### src/rtl/multicycle_control_fsm_pkg.sv
// Shared definitions for the multicycle MIPS control FSM: opcodes, state codes, control-word fields.
package multicycle_control_fsm_pkg;

  localparam int unsigned OPCODE_W = 6;
  localparam int unsigned STATE_W  = 4;
  localparam int unsigned TIMER_W  = 8;

  localparam logic [OPCODE_W-1:0] OP_RTYPE = 6'b000000;
  localparam logic [OPCODE_W-1:0] OP_LW    = 6'b100011;
  localparam logic [OPCODE_W-1:0] OP_SW    = 6'b101011;
  localparam logic [OPCODE_W-1:0] OP_BEQ   = 6'b000100;
  localparam logic [OPCODE_W-1:0] OP_J     = 6'b000010;
  localparam logic [OPCODE_W-1:0] OP_ADDI  = 6'b001000;

  typedef enum logic [STATE_W-1:0] {
    ST_FETCH     = 4'd0,
    ST_DECODE    = 4'd1,
    ST_MEM_ADDR  = 4'd2,
    ST_MEM_RD    = 4'd3,
    ST_MEM_WB    = 4'd4,
    ST_MEM_WR    = 4'd5,
    ST_R_EXEC    = 4'd6,
    ST_R_WB      = 4'd7,
    ST_BRANCH    = 4'd8,
    ST_JUMP      = 4'd9,
    ST_ADDI_EXEC = 4'd10,
    ST_ADDI_WB   = 4'd11,
    ST_INT_SAVE  = 4'd12
  } state_e;

  typedef enum logic [1:0] {
    ALU_ADD   = 2'b00,
    ALU_SUB   = 2'b01,
    ALU_FUNCT = 2'b10,
    ALU_RSVD  = 2'b11
  } alu_op_e;

  typedef enum logic [1:0] {
    SRCB_RT      = 2'b00,
    SRCB_FOUR    = 2'b01,
    SRCB_IMM     = 2'b10,
    SRCB_IMM_SH2 = 2'b11
  } src_b_e;

  typedef enum logic [1:0] {
    PCS_ALU    = 2'b00,
    PCS_ALUOUT = 2'b01,
    PCS_JUMP   = 2'b10,
    PCS_VECTOR = 2'b11
  } pc_src_e;

  // Per-state datapath control word
  typedef struct packed {
    logic    pc_write;
    logic    pc_write_cond;
    logic    i_or_d;
    logic    mem_read;
    logic    mem_write;
    logic    ir_write;
    logic    reg_dst;
    logic    mem_to_reg;
    logic    reg_write;
    logic    alu_src_a;
    src_b_e  alu_src_b;
    alu_op_e alu_op;
    pc_src_e pc_source;
    logic    epc_write;
    logic    int_ack;
  } ctrl_t;

  // States that wait on mem_ready and are covered by the bus timeout
  function automatic logic is_wait_state(input state_e s);
    return (s == ST_FETCH) || (s == ST_MEM_RD) || (s == ST_MEM_WR);
  endfunction

endpackage

### src/rtl/multicycle_control_fsm_mem_wait_timer.sv
// Memory wait-state counter; flags a bus timeout after TIMEOUT_CYCLES unready cycles.
module multicycle_control_fsm_mem_wait_timer
  import multicycle_control_fsm_pkg::*;
#(
  parameter int unsigned TIMEOUT_CYCLES = 16
) (
  input  logic clock,
  input  logic reset,
  input  logic waiting,
  input  logic mem_ready,
  output logic timeout
);

  localparam logic [TIMER_W-1:0] LIMIT = TIMER_W'(TIMEOUT_CYCLES - 1);

  logic [TIMER_W-1:0] count_q;
  logic [TIMER_W-1:0] count_d;

  // Count unready cycles; any completion, timeout or non-wait state restarts from zero
  always_comb begin
    timeout = waiting && !mem_ready && (count_q == LIMIT);
    count_d = '0;
    if (waiting && !mem_ready && !timeout) begin
      count_d = count_q + TIMER_W'(1);
    end
  end

  // Counter register
  always_ff @(posedge clock or posedge reset) begin
    if (reset) begin
      count_q <= '0;
    end else begin
      count_q <= count_d;
    end
  end

endmodule

### src/rtl/multicycle_control_fsm.sv
// Moore control FSM sequencing the shared multicycle MIPS datapath, with wait states,
// bus timeout abort and interrupt entry.
module multicycle_control_fsm
  import multicycle_control_fsm_pkg::*;
#(
  parameter int unsigned TIMEOUT_CYCLES = 16,
  parameter bit          INT_ENABLE     = 1'b1
) (
  input  logic                clock,
  input  logic                reset,
  input  logic                interrupt,
  input  logic [OPCODE_W-1:0] opcode,
  input  logic                zero,
  input  logic                mem_ready,
  output logic                pc_write,
  output logic                pc_write_cond,
  output logic                i_or_d,
  output logic                mem_read,
  output logic                mem_write,
  output logic                ir_write,
  output logic                reg_dst,
  output logic                mem_to_reg,
  output logic                reg_write,
  output logic                alu_src_a,
  output logic [1:0]          alu_src_b,
  output logic [1:0]          alu_op,
  output logic [1:0]          pc_source,
  output logic                epc_write,
  output logic                int_ack,
  output logic                bus_error,
  output logic                illegal_op,
  output logic [STATE_W-1:0]  state
);

  state_e state_q;
  state_e state_d;
  logic   pending_q;
  logic   pending_d;
  logic   timeout;
  state_e eoi_state;
  ctrl_t  ctrl;

  // The zero flag gates pc_write_cond inside the datapath; the FSM itself does not branch on it
  logic unused_zero;
  assign unused_zero = zero;

  multicycle_control_fsm_mem_wait_timer #(
    .TIMEOUT_CYCLES(TIMEOUT_CYCLES)
  ) u_timer (
    .clock    (clock),
    .reset    (reset),
    .waiting  (is_wait_state(state_q)),
    .mem_ready(mem_ready),
    .timeout  (timeout)
  );

  // Next-state logic and interrupt-pending tracking
  always_comb begin
    state_d   = state_q;
    eoi_state = pending_q ? ST_INT_SAVE : ST_FETCH;

    pending_d = pending_q;
    if (state_q == ST_INT_SAVE) begin
      pending_d = 1'b0;
    end
    if (INT_ENABLE && interrupt) begin
      pending_d = 1'b1;
    end

    case (state_q)
      ST_FETCH: begin
        if (timeout) begin
          state_d = eoi_state;
        end else if (mem_ready) begin
          state_d = ST_DECODE;
        end
      end
      ST_DECODE: begin
        case (opcode)
          OP_LW, OP_SW: state_d = ST_MEM_ADDR;
          OP_RTYPE:     state_d = ST_R_EXEC;
          OP_BEQ:       state_d = ST_BRANCH;
          OP_J:         state_d = ST_JUMP;
          OP_ADDI:      state_d = ST_ADDI_EXEC;
          default:      state_d = eoi_state;
        endcase
      end
      ST_MEM_ADDR:  state_d = (opcode == OP_LW) ? ST_MEM_RD : ST_MEM_WR;
      ST_MEM_RD: begin
        if (timeout) begin
          state_d = eoi_state;
        end else if (mem_ready) begin
          state_d = ST_MEM_WB;
        end
      end
      ST_MEM_WB:    state_d = eoi_state;
      ST_MEM_WR: begin
        if (timeout || mem_ready) begin
          state_d = eoi_state;
        end
      end
      ST_R_EXEC:    state_d = ST_R_WB;
      ST_R_WB:      state_d = eoi_state;
      ST_BRANCH:    state_d = eoi_state;
      ST_JUMP:      state_d = eoi_state;
      ST_ADDI_EXEC: state_d = ST_ADDI_WB;
      ST_ADDI_WB:   state_d = eoi_state;
      ST_INT_SAVE:  state_d = ST_FETCH;
      default:      state_d = ST_FETCH;
    endcase
  end

  // State and pending-interrupt registers
  always_ff @(posedge clock or posedge reset) begin
    if (reset) begin
      state_q   <= ST_FETCH;
      pending_q <= 1'b0;
    end else begin
      state_q   <= state_d;
      pending_q <= pending_d;
    end
  end

  // Control word decode from current state (FETCH writes also follow mem_ready)
  always_comb begin
    ctrl       = '0;
    illegal_op = 1'b0;
    case (state_q)
      ST_FETCH: begin
        ctrl.mem_read  = 1'b1;
        ctrl.alu_src_b = SRCB_FOUR;
        ctrl.ir_write  = mem_ready;
        ctrl.pc_write  = mem_ready;
      end
      ST_DECODE: begin
        ctrl.alu_src_b = SRCB_IMM_SH2;
        case (opcode)
          OP_LW, OP_SW, OP_RTYPE, OP_BEQ, OP_J, OP_ADDI: illegal_op = 1'b0;
          default:                                       illegal_op = 1'b1;
        endcase
      end
      ST_MEM_ADDR: begin
        ctrl.alu_src_a = 1'b1;
        ctrl.alu_src_b = SRCB_IMM;
      end
      ST_MEM_RD: begin
        ctrl.mem_read = 1'b1;
        ctrl.i_or_d   = 1'b1;
      end
      ST_MEM_WB: begin
        ctrl.reg_write  = 1'b1;
        ctrl.mem_to_reg = 1'b1;
      end
      ST_MEM_WR: begin
        ctrl.mem_write = 1'b1;
        ctrl.i_or_d    = 1'b1;
      end
      ST_R_EXEC: begin
        ctrl.alu_src_a = 1'b1;
        ctrl.alu_src_b = SRCB_RT;
        ctrl.alu_op    = ALU_FUNCT;
      end
      ST_R_WB: begin
        ctrl.reg_write = 1'b1;
        ctrl.reg_dst   = 1'b1;
      end
      ST_ADDI_EXEC: begin
        ctrl.alu_src_a = 1'b1;
        ctrl.alu_src_b = SRCB_IMM;
      end
      ST_ADDI_WB: begin
        ctrl.reg_write = 1'b1;
      end
      ST_BRANCH: begin
        ctrl.alu_src_a     = 1'b1;
        ctrl.alu_op        = ALU_SUB;
        ctrl.pc_write_cond = 1'b1;
        ctrl.pc_source     = PCS_ALUOUT;
      end
      ST_JUMP: begin
        ctrl.pc_write  = 1'b1;
        ctrl.pc_source = PCS_JUMP;
      end
      ST_INT_SAVE: begin
        ctrl.epc_write = 1'b1;
        ctrl.pc_write  = 1'b1;
        ctrl.pc_source = PCS_VECTOR;
        ctrl.int_ack   = 1'b1;
      end
      default: begin
        ctrl = '0;
      end
    endcase
  end

  assign pc_write      = ctrl.pc_write;
  assign pc_write_cond = ctrl.pc_write_cond;
  assign i_or_d        = ctrl.i_or_d;
  assign mem_read      = ctrl.mem_read;
  assign mem_write     = ctrl.mem_write;
  assign ir_write      = ctrl.ir_write;
  assign reg_dst       = ctrl.reg_dst;
  assign mem_to_reg    = ctrl.mem_to_reg;
  assign reg_write     = ctrl.reg_write;
  assign alu_src_a     = ctrl.alu_src_a;
  assign alu_src_b     = ctrl.alu_src_b;
  assign alu_op        = ctrl.alu_op;
  assign pc_source     = ctrl.pc_source;
  assign epc_write     = ctrl.epc_write;
  assign int_ack       = ctrl.int_ack;
  assign bus_error     = timeout;
  assign state         = state_q;

endmodule

### config.mk
export PLATFORM = sky130hd
export DESIGN_NAME = multicycle_control_fsm
export DESIGN_NICKNAME = d
export VERILOG_FILES = /design/src/rtl/multicycle_control_fsm_pkg.sv /design/src/rtl/multicycle_control_fsm_mem_wait_timer.sv /design/src/rtl/multicycle_control_fsm.sv
export SDC_FILE = /design/constraint.sdc
export NUM_CORES = 1
export LEC_CHECK = 0
export ABC_AREA = 1
export CAP_MARGIN = 10
export CORE_UTILIZATION = 45
export CTS_CLUSTER_SIZE = 30
export DETAILED_ROUTE_END_ITERATION = 10
export PLACE_DENSITY = 0.78
export SETUP_SLACK_MARGIN = 0.1
export SYNTH_ARGS = -nofsm -noshare
export SYNTH_HDL_FRONTEND = slang
export SYNTH_SLANG_ARGS = --single-unit
### constraint.sdc
create_clock -name clock -period 1.8 [get_ports clock]
set_clock_uncertainty 0.2 [all_clocks]
set_input_delay 0.36 -clock clock [delete_from_list [all_inputs] [get_ports clock]]
set_output_delay 0.36 -clock clock [all_outputs]
set_load 0.1 [all_outputs]
==> results.md, run 1 <==
Run status:
- The run stopped with a tool error.
- The last stage reached is 4_1_cts.
- The tool reported: "[ERROR DPL-0038] Utilization greater than 100%, impossible to legalize".

Floorplanning:
- The overall die height is 50.0 µm.
- The number of core rows is 17.
- The effective utilization at floorplan is 47.4%.
- The I/O pin count is 35.
- Measured along the x axis, the die boundary spans 50.0 µm.

Clock network:
- CTS built an H-tree with a depth of 1.
- The post-CTS resize count is 69.
- The maximum clock path buffer count is 2.
- The post-CTS repair timing setup buffer count is 15.
- The number of hold buffers added after CTS is 0.
- The number of sinks driven by the clock tree is 13.
- The clock root buffer is clkbuf_4.
- The total clock buffers created by CTS is 3.

Synthesis:
- The number of synthesized register bits is 13.
- Yosys mapped the design onto 28 distinct sky130hd cell types.
- The number of nets in the synthesized netlist is 163.
- Summing the sequential cell areas from Yosys gives 31.3% of the chip area.
- The number of standard cells after synthesis is 151.
- The synthesized area divided by synthesized cell count is 6.88 µm².
- The total standard cell area after synthesis is 1040 µm².
- The Yosys warning count is 0.

Place:
- The final RePlAce weighted congestion is 0.841.
- The HPWL after detailed placement is 3.48 mm.
- The number of placed instances with taps included is 249.
- In this run the tool buffered the top-level ports with 33 buffer cells.
- After detailed placement, the total cell area comes to 2090 µm².
==> per-stage QoR <==
step / TNS (ps) / hold WS, ps / worst slack (ps)
2_1_floorplan: -8950 / 37.0 / -716
3_3_place_gp: -1320 / 238 / -345
3_5_place_dp: -2740 / 269 / -446
==> Yosys cell counts (all sizes together) <==
| cell type | instances | area, µm² |
|---|---|---|
| a21oi | 4 | 20.0 |
| a31oi | 1 | 6.26 |
| and3 | 2 | 12.5 |
| buf | 2 | 15.0 |
| dfrtp | 13 | 325 |
| ha | 1 | 12.5 |
| inv | 27 | 101 |
| nand2 | 27 | 126 |
| nand3 | 15 | 97.6 |
| nand3b | 1 | 7.51 |
| nand4 | 4 | 25.0 |
| nor2 | 36 | 174 |
| nor3 | 3 | 15.0 |
| nor3b | 2 | 15.0 |
| o21a | 2 | 15.0 |
| o21ai | 5 | 25.0 |
| o21bai | 2 | 15.0 |
| o22ai | 1 | 6.26 |
| or2 | 1 | 6.26 |
| xnor2 | 1 | 8.76 |
| xor2 | 1 | 8.76 |
==> kinds of logic after synthesis <==
| kind of cell | synth area share [%] |
|---|---|
| and+or+nand+nor | 46.1 |
| buffers and inverters | 11.2 |
| AOI/OAI and AO/OA | 8.43 |
| DFF | 31.3 |
| xor gates and xnor gates | 1.69 |
| adders and majority gates | 1.20 |
==> run 2: changes to the inputs <==
--- a/config.mk
+++ b/config.mk
@@ -7,11 +7,10 @@
 export LEC_CHECK = 0
 export ABC_AREA = 1
 export CAP_MARGIN = 10
-export CORE_UTILIZATION = 45
-export CTS_CLUSTER_SIZE = 30
+export CORE_AREA = 2 2 63 65
 export DETAILED_ROUTE_END_ITERATION = 10
-export PLACE_DENSITY = 0.78
-export SETUP_SLACK_MARGIN = 0.1
+export DIE_AREA = 0 0 65 67
+export PLACE_DENSITY_LB_ADDON = 0.15
 export SYNTH_ARGS = -nofsm -noshare
 export SYNTH_HDL_FRONTEND = slang
 export SYNTH_SLANG_ARGS = --single-unit
==> run 2 against run 1 <==
Against the previous run: the flow now finishes, with violations (negative setup slack); synthesized cell count unchanged; synthesized area unchanged.
==> results.md, run 2 <==
Synthesis:
- Sorting the synthesized cells by area gives the leading types as dfrtp_1, nor2_1, inv_1.
- The fraction of post-synthesis cell area in the top cell type by area came to 31.3% (unchanged).
- The number of standard cells after synthesis was 151 (unchanged).
- The synthesized area divided by synthesized cell count is 6.88 µm² (unchanged).
- In the synthesized netlist the dominant register cell turns out to be dfrtp_1.
- The number of nets in the synthesized netlist is 163 (unchanged).
- The fraction of registers with async set/reset is 100% (unchanged).
- The total standard cell area after synthesis is 1040 µm² (unchanged).
- The most numerous cell in the Yosys netlist is nor2_1.
- The post-synthesis sequential area ratio came to 31.3% (unchanged).
- By count the netlist is led by nor2_1, inv_1, nand2_1.
- The largest area contributor in the synthesized netlist is dfrtp_1.
- The number of enable flip-flop cells after synthesis was 0 (unchanged).
- The number of unique standard cell types used by synthesis is 28 (unchanged).
- The number of synthesized register bits is 13 (unchanged).
- The Yosys warning count came to 0 (unchanged).

Setup path:
- The combined buffer and inverter count along the critical path is 2.
- The type of the worst setup path is reg -> out.
- Across all register-to-register paths, the minimum setup slack is -140 ps.
- Walking the worst path, the cells encountered are nor2_4 > buf_12 > nand2_8 > nand3_4 > nand2_4 > nor2_8 > buf_12.
- The destination of the worst register-to-register timing path is state[2]$_DFFE_PP0P_.
- Of all nets on the critical path, the largest fanout is 4.
- The startpoint of the worst register-to-register path is state[2]$_DFFE_PP0P_.
- The arrival time reported for the critical path endpoint is 1560 ps.
- The worst reg2reg path depth is 13.
- At the worst endpoint, the required time is 1240 ps.
- STA classifies the critical path endpoint as an output port.
- The master of the slowest instance on the critical path is dfrtp_4.
- STA classifies the critical path startpoint as a flip-flop.
- The critical path's most frequent cell is buf_12.
- The category of cells accounting for the largest share of critical-path delay is flip-flops.
- The largest stage delay on the critical path is 520 ps.

Routing:
- The detailed-routing iteration count for the pre-antenna-repair pass is 5.
- The number of design-rule violations left by the first detailed-router iteration is 50.
- After detailed routing, the average wire length per cell comes to 13.2 µm.
- The sum of routed wire length over all layers is 3.87 mm.
- Using the TritonRoute via totals, the vias-per-cell ratio works out to 4.70.
- The DRC violations left is 0.
- The routed layout has 1,373 vias.
- The residual antenna-violating net count after detailed routing is 0.

Cells and area:
- More flip-flops sit in one register than any other, and that register is u_timer.count_q.
- At the end of the flow the core is filled with cells to 70.9%.
- The most common library cell in the layout ignoring fill and taps is buf_4.
- The net count of the finished layout is 257.
- The share of layout cells above drive strength 1 is 60.2%.
- Leaving out fill and tap cells, the most frequent cells in the layout are buf_4, buf_12, buf_6, nor2_1, nand2_1.
- After routing the design area is 2560 µm².
- The register with the most flip-flops in the layout has 8 of them.
- The antenna diode count is 0.
- The area added between synthesis and finish is 146%.

Timing:
- At the pin with the least slew margin, the transition time is 492 ps.
- The time the worst path needs with I/O delays and setup is 2120 ps.
- Static timing analysis puts the maximum clock frequency at 0.472 GHz.
- The final critical path takes up 118% of the cycle.
- The number of endpoints failing setup at the final stage is 24.
- Once routing completed, OpenROAD measured the worst setup slack at -320 ps.
- The number of hold violations in the final report was 0.
- The worst slew margin relative to its limit is 67.2%.
- Setup repair after global routing could not meet its margin everywhere.
- Final hold analysis gives a worst-case slack of 242 ps.
- The final-report max-slew violation count is 0.

Floorplanning:
- The effective utilization at floorplan is 28.8% (-19 points).
- The total area inside the core boundary comes to 3610 µm².
- The I/O pin count was 35 (unchanged).
- The area of the die is 4360 µm².
- The die width is 65 µm (+30%).
- The overall die height is 67 µm (+34%).
- The number of core rows is 22 (+5).

Clock network:
- The depth of the CTS H-tree is 1 (unchanged).
- At the later pin of the worst-skew pair, clock insertion delay measures 240 ps.
- Clock-pin slew was measured on the worst setup and hold paths at 50 ps.
- The clock tree from TritonCTS is built.
- The maximum clock path buffer count came to 2 (unchanged).
- The number of hold buffers added after CTS is 0 (unchanged).
- The number of sinks driven by the clock tree is 13 (unchanged).
- The total clock buffers created by CTS was 3 (unchanged).
- In this run the clock root is driven by a clkbuf_8.

Power:
- The final total power is 4.98 mW.
- The leakage power total is 1.26 nW.
- IR analysis of the VDD net gives a maximum drop of 1020 µV.
- The power density normalized to cell area is 1950 nW/µm².

Place:
- The final RePlAce weighted congestion is 0.825 (-1.8%).
- The placed standard-cell area is 2130 µm² (+1.8%).
- The number of buffers added on ports is 33 (unchanged).
- The HPWL after detailed placement is 2.78 mm (-20%).

GRT:
- The overall global routing resource usage is 18.8%.
- The first global-routing pass estimated 6.28 mm of wire.
- The leftover overflow at the end of global routing is 0.
- The largest net degree at the start of global routing is 14.
- The initial antenna violation count is 0.
- The via count of the first global-routing pass was 1,407.

Worst hold path:
- The type of the most critical hold path is in -> async.

Flow run:
- The tool flagged a number of max-cap violations equal to 0.

Run status:
- The flow ran to the end, but the final reports show violations.
- The checks that failed: negative setup slack.
run 2: cell counts after synthesis:
No cell type changed its count.
run 2: logic make-up after synthesis:
family / count (synthesis) / synth area share (%)
flops: 13 / 31.3
simple gates: 91 / 46.1
xor+xnor: 2 / 1.69
fa+ha+maj: 1 / 1.20
compound gates: 15 / 8.43
buf+inv: 29 / 11.2
run 2: layer usage:
metal	global-route usage, %	share of wire [%]	wire, µm	vias to the layer above
li1	-	-	-	665
met1	19.2	38	1450	662
met2	37.9	57	2190	39
met3	3.04	4.3	165	7
met4	6.91	1.4	55	0
met5	0	0	0	-
run 2: worst max path at each step:
stage	startpoint	end	slack, ps	cells past startpoint
final	state[2]$_DFFE_PP0P_	bus_error	-320	7
after global placement	opcode[1]	illegal_op	-350	6
after floorplan	state[0]$_DFFE_PP0P_	pc_write	-720	4
after global routing	state[1]$_DFFE_PP0P_	bus_error	-370	7
after detailed placement	opcode[4]	illegal_op	-430	6
after CTS	state[3]$_DFFE_PP0P_	illegal_op	-360	6
run 2: power by group:
group          switching [mW]  internal, mW
Combinational            2.54          1.70
Clock                   0.105         0.157
Sequential             0.0998         0.367
run 2: worst reg2reg max path, cell delays in order, from the launching register on:
cell	delay [ps]
dfrtp_4	520
nor2_4	170
buf_12	140
nand2_8	60
nand3_4	90
buf_4	120
buf_6	110
nand4_1	80
nand2_1	70
inv_1	30
nor2_1	90
nand2_1	60
nand2_1	60
nand2_1	50
run 2: repair_timing:
item                                   4_1_cts  5_1_grt
buffers inserted                            13        7
endpoints found under the hold margin        0        0
gates cloned                                 0        1
setup endpoints to repair                   26       27
pin swaps                                   14       15
resized for setup                           41       23
run 2: final cells by class:
type                       count  area, µm²
inverter                      27        121
tap                           48       60.1
multi-input combinational    110        873
timing repair buffer          90       1120
sequential                    13        340
clock buffer                   4       45.0
fill                         253       1050
run 2: per-stage QoR:
step | setup slack, ps | std cells | setup TNS, ps
after floorplan | -716 | 151 | -8950
after global placement | -347 | 269 | -1700
after detailed placement | -431 | 269 | -2370
after CTS | -365 | 285 | -5470
after global routing | -369 | 292 | -6730
final | -320 | 292 | -5440
No activity file was read; power rests on OpenSTA's default activity.
